==> config.mk <==
export PLATFORM = sky130hd
export DESIGN_NAME = instr_fetch_unit
export DESIGN_NICKNAME = d
export VERILOG_FILES = /design/src/rtl/cpu_pkg.sv /design/src/rtl/ifu_skid_fifo.sv /design/src/rtl/instr_fetch_unit.sv
export SDC_FILE = /design/constraint.sdc
export NUM_CORES = 1
export LEC_CHECK = 0
export BUFFER_PORTS_ARGS = -buffer_cell sky130_fd_sc_hd__buf_2
export CORE_MARGIN = 1.5
export CORE_UTILIZATION = 47
export DETAILED_ROUTE_END_ITERATION = 12
export PLACE_DENSITY = 0.71
export REMOVE_ABC_BUFFERS = 1
export SYNTH_ARGS = -nofsm -noshare
export SYNTH_HDL_FRONTEND = slang
export SYNTH_SLANG_ARGS = --single-unit
export TNS_END_PERCENT = 10
==> constraint.sdc <==
create_clock -name clk -period 5.01 [get_ports clk]
set_clock_uncertainty 0.2 [all_clocks]
set_input_delay 0.501 -clock clk [delete_from_list [all_inputs] [get_ports clk]]
set_output_delay 0.501 -clock clk [all_outputs]
set_load 0.02 [all_outputs]
==> src/rtl/cpu_pkg.sv <==
// Shared types and defaults for the CPU front end.
package cpu_pkg;

  localparam int unsigned IDX_W       = 8;
  localparam int unsigned DEF_INSTR_W = 16;

  typedef logic [IDX_W-1:0] instr_idx_t;

  typedef enum logic [1:0] {
    IFU_IDLE,
    IFU_FETCH,
    IFU_DRAIN,
    IFU_DONE
  } ifu_state_t;

endpackage

==> src/rtl/ifu_skid_fifo.sv <==
// Two-entry in-order buffer between instruction memory return and decode.
// The head entry is a register, so downstream never sees memory data combinationally.
module ifu_skid_fifo #(
  parameter int unsigned WIDTH = 24
) (
  input  logic             clk,
  input  logic             reset,
  input  logic             push,
  input  logic             pop,
  input  logic [WIDTH-1:0] din,
  output logic [WIDTH-1:0] head,
  output logic [1:0]       count,
  output logic             valid
);

  logic [WIDTH-1:0] tail;

  assign valid = (count != 2'd0);

  // The head always holds the oldest entry; tail only fills when the head is occupied.
  always_ff @(posedge clk) begin
    if (reset) begin
      head  <= '0;
      tail  <= '0;
      count <= 2'd0;
    end else begin
      case ({push, pop})
        2'b10: begin
          if (count == 2'd0) head <= din;
          else               tail <= din;
          count <= count + 2'd1;
        end
        2'b01: begin
          head  <= tail;
          count <= count - 2'd1;
        end
        2'b11: begin
          if (count == 2'd1) begin
            head <= din;
          end else begin
            head <= tail;
            tail <= din;
          end
        end
        default: ;
      endcase
    end
  end

endmodule

==> src/rtl/instr_fetch_unit.sv <==
// Sequential instruction fetch: walks the index from START_INDEX to LAST_INDEX,
// reads the 1-cycle-latency instruction memory and hands words to decode in order.
module instr_fetch_unit
  import cpu_pkg::*;
#(
  parameter int unsigned INSTR_W     = DEF_INSTR_W,
  parameter instr_idx_t  LAST_INDEX  = 8'hFF,
  parameter instr_idx_t  START_INDEX = 8'h00
) (
  input  logic               clk,
  input  logic               reset,
  input  logic               start,
  output logic               imem_rd_en,
  output logic [7:0]         imem_addr,
  input  logic [INSTR_W-1:0] imem_rdata,
  output logic               instr_valid,
  input  logic               instr_ready,
  output logic [INSTR_W-1:0] instr_data,
  output logic [7:0]         instr_index,
  output logic               busy,
  output logic               done
);

  localparam int unsigned ENTRY_W = IDX_W + INSTR_W;

  ifu_state_t   state;
  ifu_state_t   state_next;
  instr_idx_t   pc;
  instr_idx_t   pc_next;
  instr_idx_t   issued_idx;
  logic         inflight;
  logic         issue;
  logic         push;
  logic         pop;
  logic [1:0]   count;
  logic [2:0]   occupancy;
  logic [2:0]   count_next;
  logic [ENTRY_W-1:0] head;

  assign pop        = instr_valid & instr_ready;
  assign push       = inflight;
  assign occupancy  = 3'(count) + 3'(inflight);
  assign count_next = occupancy - 3'(pop);

  // Credit check: never let buffered + outstanding words exceed the two FIFO slots.
  assign issue = (state == IFU_FETCH) && !reset && (occupancy < (3'd2 + 3'(pop)));

  always_comb begin
    state_next = state;
    pc_next    = pc;
    case (state)
      IFU_IDLE, IFU_DONE: begin
        if (start) begin
          pc_next    = START_INDEX;
          state_next = (START_INDEX > LAST_INDEX) ? IFU_DONE : IFU_FETCH;
        end
      end
      IFU_FETCH: begin
        if (issue) begin
          if (pc == LAST_INDEX) state_next = IFU_DRAIN;
          else                  pc_next    = pc + 8'd1;
        end
      end
      IFU_DRAIN: begin
        // No reads are issued here, so an empty buffer next cycle means nothing is left.
        if (count_next == 3'd0) state_next = IFU_DONE;
      end
      default: state_next = IFU_IDLE;
    endcase
  end

  always_ff @(posedge clk) begin
    if (reset) begin
      state      <= IFU_IDLE;
      pc         <= START_INDEX;
      inflight   <= 1'b0;
      issued_idx <= '0;
    end else begin
      state    <= state_next;
      pc       <= pc_next;
      inflight <= issue;
      if (issue) issued_idx <= pc;
    end
  end

  ifu_skid_fifo #(
    .WIDTH (ENTRY_W)
  ) u_fifo (
    .clk   (clk),
    .reset (reset),
    .push  (push),
    .pop   (pop),
    .din   ({issued_idx, imem_rdata}),
    .head  (head),
    .count (count),
    .valid (instr_valid)
  );

  assign imem_rd_en  = issue;
  assign imem_addr   = pc;
  assign instr_index = head[ENTRY_W-1 -: IDX_W];
  assign instr_data  = head[INSTR_W-1:0];
  assign busy        = (state == IFU_FETCH) || (state == IFU_DRAIN);
  assign done        = (state == IFU_DONE);

endmodule

==> qor.csv <==
metric;value;unit
outcome;finished, final reports clean;
fraction of layout cells with a size suffix above 1;19.6;%
Bufs on Longest Clock Path;2;
Global Route met3 Usage;3.76;%
Post-Synthesis Cells;360;
Die Span X;83.5;um
critical path data required time;4.31;ns
number of antenna violations at the first check in global routing;0;
Clock Latency Late Sink;0.35;ns
ratio of final minimum period to clock period;68.5;%
CTS resizes;0;
effective utilization at floorplan;48.2;%
proportion of synthesized chip area in sequential cells;45.4;%
Peak VDD IR;0.000302;V
Congestion Overflow GR;0;
Worst Max-Slew Pin Slew;1.11;ns
endpoints failing setup;0;
Synth async-reset ratio;0;%
capture point of the worst reg-to-reg path;imem_addr[7]$_SDFFE_PP0P_;
final-layout setup total negative slack;0;ns
number of buffers inserted to repair setup after CTS;0;
final critical-path required period;3.43;ns
count of cells along the worst register-to-register path;10;
post-detailed-route via-to-cell ratio;5.22;
flop-to-flop setup slack;1.98;ns
Lkg Pwr;1.58;nW
I/O Pins;56;
Synth warnings;0;
half-perimeter wire length after detailed placement;4000;um
Worst Setup Start Kind;flop;
count of nets after finishing;433;
Die Span Y;83.5;um
overall track demand over capacity in global routing;18.8;%
category of the critical setup timing path;reg2out;
post-synthesis sequential element count;69;
Critical R2R Launch;u_fifo.count[1]$_SDFFE_PP0P_;
detailed-route wire length;6150;um
most used routing layer;met2;
dominant register cell in the synthesized netlist;sky130_fd_sc_hd__dfxtp_1;
CTS tree;yes;
starting DRC count in detailed routing;116;
Placer Congestion;0.834;
element type at the critical path end;output pin;
area enclosed by the die boundary;0.00697;mm2
beginning of the worst hold path;imem_rdata[12];
highest achievable clock rate;0.291;GHz
Routed Antenna Nets;0;
unrepaired setup endpoints after global routing;no;
Final Worst Setup Slack;1.58;ns
post-synth cell types;40;
Hold WC Path Type;in2reg;
max capacitance violation total;0;
IO buf count;55;
Cell Area, Synth;0.00304;mm2
via count;2532;
mean cell area of the mapped netlist;8.45;um2
Max Transition Viols Final;0;
final hold violations;0;
global-route wire length before repair;10700;um
total DRC errors in the routed layout;0;
fraction of met2 tracks used by global routing;29.0;%
TritonCTS Sinks;69;
layout-stage area growth over the synthesis result;16.2;%
average routed wire per standard cell;12.7;um
met1 Resource Use GR;25.4;%
CTS Buf Count;9;
Rel. slew slack;25.6;%
# hold bufs at CTS;0;
worst endpoint data arrival time;2.73;ns
area of the placeable core;0.00631;mm2
Initial DRT Pass Iterations;4;
Post-synth EDFFs;0;
maximum fanout along the worst path;10;
Tot Pwr;2.19;mW
cell at the root of the clock tree;sky130_fd_sc_hd__clkbuf_8;
Hold Path Cell Cnt;3;
Hold Crit Endpoint;u_fifo.tail[12]$_SDFFE_PP0P_;
Post-Route Utilization;56.0;%
post-placement worst setup slack;1.94;ns
number of H-tree levels;3;
largest net degree at the start of global routing;49;
antenna diode instance count;0;
vias in the first global route;2330;
clock input transition at the sequential cells of the worst setup and hold paths;0.08;ns
Std-Cell Rows;29;
areal power density over the cells;620;mW/mm2
Yosys cell counts (2+ instances only):
cell type	count	share of area, %
sky130_fd_sc_hd__inv_2	2	0.25
sky130_fd_sc_hd__ha_1	9	3.7
sky130_fd_sc_hd__nor2_1	33	4.1
sky130_fd_sc_hd__buf_6	3	1.1
sky130_fd_sc_hd__a21o_1	3	0.74
sky130_fd_sc_hd__clkbuf_1	17	2.1
sky130_fd_sc_hd__inv_1	10	1.2
sky130_fd_sc_hd__nor3_1	3	0.49
sky130_fd_sc_hd__and3_1	2	0.41
sky130_fd_sc_hd__a21oi_1	35	5.8
sky130_fd_sc_hd__a31oi_1	3	0.62
sky130_fd_sc_hd__a41o_1	2	0.66
sky130_fd_sc_hd__o21ai_0	2	0.33
sky130_fd_sc_hd__mux2i_1	24	7.9
sky130_fd_sc_hd__nand2_1	78	9.6
sky130_fd_sc_hd__dfxtp_1	69	45
sky130_fd_sc_hd__xnor2_1	4	1.2
sky130_fd_sc_hd__buf_2	4	0.66
sky130_fd_sc_hd__nand4_1	3	0.62
sky130_fd_sc_hd__nand3_1	6	0.99
sky130_fd_sc_hd__nand2b_1	3	0.62
sky130_fd_sc_hd__o21ai_1	3	0.49
sky130_fd_sc_hd__a211oi_1	25	6.2
stage by stage:
step           cells  instance area, um2  hold slack, ns
4_1_cts          485                3540           0.183
6_report         485                3540           0.195
2_1_floorplan    335                2920           0.230
3_3_place_gp     469                3320           0.241
3_5_place_dp     469                3320           0.246
5_1_grt          485                3540           0.202
cell families after synthesis:
| family | share of synthesized area (%) |
|---|---|
| and+or+nand+nor | 18.5 |
| muxes | 8.63 |
| adders and majority gates | 4.36 |
| xor gates and xnor gates | 1.15 |
| DFF | 45.4 |
| buffers and inverters | 5.47 |
| AOI/OAI and AO/OA | 16.4 |
flip-flops by register name, summed over array words and instances, names as in the netlist:
| name | count |
|---|---|
| imem_addr | 8 |
| inflight | 1 |
| issued_idx | 8 |
| state | 2 |
| u_fifo.count | 2 |
| u_fifo.head | 24 |
| u_fifo.tail | 24 |
layout by cell type, fill, tap and decap left out, types with 2 or more instances in the layout:
cell / Yosys / layout
sky130_fd_sc_hd__a211oi_1: 25 / 25
sky130_fd_sc_hd__a21o_1: 3 / 3
sky130_fd_sc_hd__a21oi_1: 35 / 35
sky130_fd_sc_hd__a31oi_1: 3 / 3
sky130_fd_sc_hd__a41o_1: 2 / 2
sky130_fd_sc_hd__and3_1: 2 / 2
sky130_fd_sc_hd__buf_2: 4 / 55
sky130_fd_sc_hd__buf_4: 0 / 2
sky130_fd_sc_hd__clkbuf_8: 0 / 11
sky130_fd_sc_hd__clkinv_4: 0 / 2
sky130_fd_sc_hd__dfxtp_1: 69 / 69
sky130_fd_sc_hd__ha_1: 9 / 9
sky130_fd_sc_hd__inv_1: 10 / 10
sky130_fd_sc_hd__inv_2: 2 / 2
sky130_fd_sc_hd__inv_6: 0 / 2
sky130_fd_sc_hd__mux2i_1: 24 / 24
sky130_fd_sc_hd__nand2_1: 78 / 78
sky130_fd_sc_hd__nand2b_1: 3 / 3
sky130_fd_sc_hd__nand3_1: 6 / 6
sky130_fd_sc_hd__nand4_1: 3 / 3
sky130_fd_sc_hd__nor2_1: 33 / 33
sky130_fd_sc_hd__nor3_1: 3 / 3
sky130_fd_sc_hd__o21ai_0: 2 / 2
sky130_fd_sc_hd__o21ai_1: 3 / 2
sky130_fd_sc_hd__xnor2_1: 4 / 4
power by group:
part | internal (mW) | switching, mW
combinational | 0.338 | 0.609
sequential | 0.682 | 0.0749
clock | 0.262 | 0.225
worst max-delay path, stage by stage (launching register included):
cell and delay [ns]:
sky130_fd_sc_hd__dfxtp_1 0.41, sky130_fd_sc_hd__inv_1 0.09, sky130_fd_sc_hd__ha_1 0.20, sky130_fd_sc_hd__nand2b_1 0.28
sky130_fd_sc_hd__or2_2 0.36, sky130_fd_sc_hd__fa_1 0.42, sky130_fd_sc_hd__nand2b_1 0.31, sky130_fd_sc_hd__nor2_1 0.15
sky130_fd_sc_hd__buf_2 0.18
per-layer routing:
| layer | vias to the layer above | share of wire [%] |
|---|---|---|
| met5 | - | 0 |
| met4 | 0 | 1.6 |
| met3 | 10 | 6.4 |
| met2 | 82 | 43 |
| met1 | 1117 | 49 |
| li1 | 1323 | - |
final cells by class:
cell class,instances,area (um2)
Clock buffer,11,151
Clock inverter,5,65.1
Timing Repair Buffer,57,290
Inverter,12,45.0
Tap cell,77,96.3
Fill cell,584,2780
Multi-Input combinational cell,254,1510
Sequential cell,69,1380
worst max-delay path by stage:
| stage | from | to | slack [ns] | cells after the start |
|---|---|---|---|---|
| finish | u_fifo.count[1]$_SDFFE_PP0P_ | imem_rd_en | 1.58 | 8 |
| global route | u_fifo.count[1]$_SDFFE_PP0P_ | imem_rd_en | 1.40 | 8 |
| CTS | u_fifo.count[1]$_SDFFE_PP0P_ | imem_rd_en | 1.55 | 8 |
| detailed placement | u_fifo.count[1]$_SDFFE_PP0P_ | imem_rd_en | 1.94 | 8 |
| global placement | u_fifo.count[1]$_SDFFE_PP0P_ | imem_rd_en | 1.98 | 8 |
| floorplan | u_fifo.count[1]$_SDFFE_PP0P_ | imem_rd_en | 2.13 | 7 |
No activity file was read; power rests on OpenSTA's default activity.
